--- config.mk ---
export PLATFORM = sky130hd
export DESIGN_NAME = mem_access_unit
export DESIGN_NICKNAME = d
export VERILOG_FILES = /design/src/rtl/mem_access_pkg.sv /design/src/rtl/byte_lane_merge.sv /design/src/rtl/mem_access_unit.sv
export SDC_FILE = /design/constraint.sdc
export NUM_CORES = 1
export LEC_CHECK = 0
export ABC_AREA = 1
export CORE_UTILIZATION = 48
export DETAILED_ROUTE_END_ITERATION = 8
export MAX_ROUTING_LAYER = met4
export PLACE_DENSITY = 0.85
export SLEW_MARGIN = 20
export SYNTH_ARGS = -nofsm -noshare
export SYNTH_HDL_FRONTEND = slang
export SYNTH_SLANG_ARGS = --single-unit
--- constraint.sdc ---
create_clock -name clock -period 5.53 [get_ports clock]
set_input_delay 0.8295 -clock clock [delete_from_list [all_inputs] [get_ports clock]]
set_output_delay 0.8295 -clock clock [all_outputs]
set_load 0.01 [all_outputs]
--- src/rtl/mem_access_pkg.sv ---
// mem_access_pkg: size encodings, FSM states and alignment rule shared by the load/store unit
package mem_access_pkg;
   localparam logic [1:0] SZ_BYTE = 2'b00;
   localparam logic [1:0] SZ_HALF = 2'b01;
   localparam logic [1:0] SZ_WORD = 2'b10;
   localparam logic [1:0] SZ_ILL  = 2'b11;
   typedef enum logic [2:0] {S_IDLE, S_READ, S_CAPTURE, S_WRITE, S_DONE, S_ERR} state_t;
   function automatic logic misaligned(input logic [1:0] sz, input logic [1:0] a);
      return (sz == SZ_ILL) || (sz == SZ_HALF && a[0]) || (sz == SZ_WORD && a != 2'b00);
   endfunction
endpackage

--- src/rtl/byte_lane_merge.sv ---
// byte_lane_merge: little-endian sub-word store merge and load extraction
//   old_word/store_data/size/lane/load_unsigned in; merged (RAM write word), load_data (extended) out
module byte_lane_merge
   import mem_access_pkg::*;
(
   input  logic [31:0] old_word,
   input  logic [31:0] store_data,
   input  logic [1:0]  size,
   input  logic [1:0]  lane,
   input  logic        load_unsigned,
   output logic [31:0] merged,
   output logic [31:0] load_data
);
   logic [7:0]  ld_b;
   logic [15:0] ld_h;
   logic [31:0] b_mask;
   assign ld_b   = old_word[{lane, 3'b000} +: 8];
   assign ld_h   = lane[1] ? old_word[31:16] : old_word[15:0];
   assign b_mask = 32'hFF << {lane, 3'b000};
   assign merged = size == SZ_BYTE ? (old_word & ~b_mask) | ({24'b0, store_data[7:0]} << {lane, 3'b000}) :
                   size == SZ_HALF ? (lane[1] ? {store_data[15:0], old_word[15:0]} : {old_word[31:16], store_data[15:0]}) :
                   store_data;
   assign load_data = size == SZ_BYTE ? {{24{~load_unsigned & ld_b[7]}}, ld_b} :
                      size == SZ_HALF ? {{16{~load_unsigned & ld_h[15]}}, ld_h} :
                      old_word;
endmodule

--- src/rtl/mem_access_unit.sv ---
// mem_access_unit: load/store sequencer in front of a single-write-enable data RAM
//   CPU side: req_valid/mem_read/mem_write/addr/wdata/size/load_unsigned in; busy/done/rdata/misalign out
//   RAM side: ram_addr/ram_wdata/ram_memwrite out; ram_rdata in (one-cycle read latency)
module mem_access_unit
   import mem_access_pkg::*;
#(
   parameter int ADDR_W = 14,
   parameter int RD_LAT = 1
) (
   input  logic              clock,
   input  logic              reset,
   input  logic              req_valid,
   input  logic              mem_read,
   input  logic              mem_write,
   input  logic [31:0]       addr,
   input  logic [31:0]       wdata,
   input  logic [1:0]        size,
   input  logic              load_unsigned,
   output logic              busy,
   output logic              done,
   output logic [31:0]       rdata,
   output logic              misalign,
   output logic [ADDR_W-1:0] ram_addr,
   output logic [31:0]       ram_wdata,
   output logic              ram_memwrite,
   input  logic [31:0]       ram_rdata
);
   generate
      if (RD_LAT != 1) begin : g_bad_rd_lat
         $error("mem_access_unit supports only RD_LAT == 1");
      end
   endgenerate
   state_t            state;
   logic [ADDR_W+1:0] addr_q;
   logic [31:0]       wdata_q, old_q, rdata_q, old_word, merged, load_data;
   logic [1:0]        size_q;
   logic              lu_q, write_q;
   logic              unused_addr_hi;
   // high address bits deliberately do not participate (no range fault)
   assign unused_addr_hi = ^addr[31:ADDR_W+2];
   assign busy         = state != S_IDLE;
   assign done         = state == S_DONE || state == S_ERR;
   assign misalign     = state == S_ERR;
   assign ram_memwrite = state == S_WRITE;
   assign ram_addr     = addr_q[ADDR_W+1:2];
   assign ram_wdata    = merged;
   assign rdata        = rdata_q;
   // in CAPTURE the buffer is being loaded this edge, so extract straight from the RAM
   assign old_word     = state == S_CAPTURE ? ram_rdata : old_q;
   byte_lane_merge u_merge (
      .old_word      (old_word),
      .store_data    (wdata_q),
      .size          (size_q),
      .lane          (addr_q[1:0]),
      .load_unsigned (lu_q),
      .merged        (merged),
      .load_data     (load_data)
   );
   always_ff @(posedge clock or posedge reset) begin
      if (reset) begin
         state   <= S_IDLE;
         addr_q  <= '0;
         wdata_q <= '0;
         size_q  <= '0;
         lu_q    <= 1'b0;
         write_q <= 1'b0;
         old_q   <= '0;
         rdata_q <= '0;
      end else begin
         case (state)
            S_IDLE: if (req_valid && (mem_read || mem_write)) begin
               addr_q  <= addr[ADDR_W+1:0];
               wdata_q <= wdata;
               size_q  <= size;
               lu_q    <= load_unsigned;
               write_q <= mem_write;
               if (misaligned(size, addr[1:0])) rdata_q <= '0;
               state   <= misaligned(size, addr[1:0]) ? S_ERR :
                          (mem_write && size == SZ_WORD) ? S_WRITE : S_READ;
            end
            S_READ: state <= S_CAPTURE;
            S_CAPTURE: begin
               old_q <= ram_rdata;
               if (!write_q) rdata_q <= load_data;
               state <= write_q ? S_WRITE : S_DONE;
            end
            S_WRITE: begin
               rdata_q <= '0;
               state   <= S_DONE;
            end
            default: state <= S_IDLE;
         endcase
      end
   end
endmodule

==> results.yml <==
logic_synthesis:
  synth_top_area_cell: "dfrtp_1"
  syn-mean-instance-area_um2: 7.82
  synthDistinctLibCells: 33
  post_synth_top_area_share: 0.473
  yosysSeqAreaShare: 0.473
  syn_nets: 908
  postSynthRegisterBits: 119
  post_synth_inst_count: 804
  mappedNetlistArea_um2: 6290
  synth.yosys.warnings: 0
  synth.area.top_cells: "dfrtp_1, nand2_1, a21oi_1"
final_layout:
  final_cell_count_no_fill: 1125
  filler_cell_count: 1088
  most-common-layout-cells: "nand2_1, clkdlybuf4s50_1, dfrtp_1"
  area_growth_pct: 35.3
  layout_cells_sized_above_1: 0.0766
  layout_commonest_cell: "nand2_1"
  final_cell_area_um2: 8510
  number_of_nets_in_the_layout: 1044
  diodes: 0
  layout.core_utilization: 0.669
floorplan:
  placeableCoreArea_um2: 12700
  site_rows: 41
  num_io_pins: 186
  die_width_um: 116
  floorplan.initialDensity: 0.494
  die-area_um2: 13600
  die_h_um: 116
clocking:
  clock_tree.htree_level_count: 4
  cts.sink_count: 119
  ctsResizeCount: 0
  tritoncts.num_buffers: 17
  cts_post_setup_buffers_inserted: 0
  cts-hold-fix-buffers: 0
  clock_tree.buffer_depth: 2
  cts.reportedPaths.clkPinSlew_ns: 0.05
  cts_tree: "built"
  clock_network_latency_to_the_later_pin_of_the_worst_skew_pair_ns: 0.42
  clock-root-buffer: "clkbuf_16"
sta:
  fin_crit_sh: 0.754
  hold_viol_final: 0
  slew_violations: 0
  setup_violations: 0
  fin_tns_setup_ns: 0
  achievable-frequency_mhz: 240
  max_slew.worst_pin.slew_ns: 0.950
  slew_headroom: 0.366
  unrepaired_setup_endpoints_after_global_routing: "false"
  finalCriticalPeriod_ns: 4.17
  worst_clock_skew_ns: 0.00504
route:
  drt.antenna.violating_nets: 0
  drt_wl_total_mm: 18.2
  routed_wire_length_per_instance_um: 16.2
  drcViolationCount: 0
  viasPerCell: 5.39
  drt-pass1-iter-count: 5
  drt_iter0_drc: 527
  num_vias: 6068
pwr:
  peakVddDrop_mv: 0.489
  power_per_cell_area_nw_per_um2: 647
  p_leak_nw: 3.97
global_routing:
  grt_antenna_before_repair: 0
  grt_overflow_total: 0
  grt_pass1_vias: 5745
  grt_pass1_wl_mm: 29.3
  total_global_route_track_usage: 0.297
  grt_max_degree: 88
worst_setup_path:
  cp-startpoint: "state[0]"
  worstReg2RegStart: "size_q[1]"
  worstPathMaxFanout: 21
  worstPathArrival_ns: 3.34
  timing.setup.critical_path_class: "reg -> out"
  reg2regPathDepth: 8
  required_ns: 4.70
  worstSetupStartpointType: "flop"
  setup.reg_to_reg.worst_slack_ns: 2.70
  worst_setup_path_endpoint: "ram_wdata[26]"
  reg2reg_to: "rdata[16]"
  endpoint_kind: "output port"
placement:
  buffer_ports.inserted: 169
  post-dp-hpwl_mm: 12.6
  placement.cell_area_um2: 7910
  post-place-cells: 1093
  gp_congestion: 0.886
flow_run:
  cap_viol_max_count: 0
min_path:
  hp-class: "reg -> reg"
status:
  status: "finished, final reports clean"
[area by class of cell]
| type | count | area [um2] | area share |
|---|---|---|---|
| multi-input combinational | 559 | 2720 | 0.319 |
| tap | 172 | 215 | 0.0253 |
| clock inverter | 9 | 123 | 0.0144 |
| timing repair buffer | 176 | 1740 | 0.205 |
| clock buffer | 23 | 478 | 0.0561 |
| inverter | 67 | 256 | 0.0301 |
| sequential | 119 | 2980 | 0.350 |
[Yosys cell counts]
| master | number |
|---|---|
| o211ai_2 | 1 |
| o21ai_1 | 13 |
| nand3_2 | 1 |
| inv_2 | 2 |
| nand4_1 | 1 |
| o21a_1 | 1 |
| or2_1 | 1 |
| mux2_2 | 23 |
| o211a_1 | 1 |
| inv_1 | 62 |
| nor2_2 | 3 |
| o32ai_1 | 6 |
| o21ai_2 | 1 |
| nor2_1 | 97 |
| nor3_1 | 2 |
| buf_6 | 5 |
| buf_1 | 4 |
| o22ai_1 | 1 |
| o2111ai_1 | 2 |
| nand3_1 | 47 |
| clkbuf_1 | 19 |
| mux2_1 | 1 |
| buf_4 | 18 |
| clkinv_1 | 3 |
| o221ai_1 | 7 |
| nand2_1 | 182 |
| a21oi_1 | 83 |
| o211ai_1 | 9 |
| nand2_2 | 3 |
| nor2_4 | 1 |
| o21ai_0 | 72 |
| dfrtp_1 | 119 |
| buf_2 | 13 |
[layer usage]
metal	part of all wire	GRT usage
met1	0.43	0.400
met4	0.015	0.0974
met2	0.46	0.446
met5	0	-
met3	0.097	0.0659
[report_power, final]
group / switching (W) / internal, W
logic: 0.00169 / 0.00124
clock network: 0.000381 / 0.000739
registers: 0.000187 / 0.00127
[state kept, by name, summed over array words and instances, names as in the netlist]
signal	flops
rdata	32
size_q	2
write_q	1
lu_q	1
state	3
old_q	32
wdata_q	32
addr_q	16
[stage by stage]
stage | hold slack, ns | power (W) | setup WS [ns]
after floorplan | 0.456 | 0.00319 | 1.54
after global placement | 0.462 | 0.00428 | 1.98
after detailed placement | 0.465 | 0.00435 | 1.95
after CTS | 0.481 | 0.00550 | 1.46
after global routing | 0.512 | 0.00589 | 1.22
final | 0.478 | 0.00551 | 1.36
[critical path, cell delays in order, from the launching register on]
cell,delay [ns]
dfrtp_1,0.42
inv_2,0.12
nand3_2,0.38
buf_4,0.37
o21ai_0,0.71
nor2_1,0.10
o21ai_0,0.25
inv_1,0.07
clkdlybuf4s50_1,0.48
[cell families after synthesis]
kind of cell,Yosys count,share of synthesized area
buf+inv,126,0.0945
simple gates,338,0.217
flops,119,0.473
compound gates,197,0.172
mux,24,0.0430
[worst min path at each step]
stage                      to  depth (start not counted)       from  slack [ns]
floorplan           old_q[23]                          2  old_q[23]        0.46
global placement    rdata[15]                          2  rdata[15]        0.46
detailed placement  rdata[24]                          2  rdata[24]        0.46
CTS                 rdata[25]                          2  rdata[25]        0.48
global route        addr_q[9]                          1  addr_q[9]        0.51
finish               rdata[7]                          2   rdata[7]        0.48
Note: power is estimated with default switching activity, not from simulation.
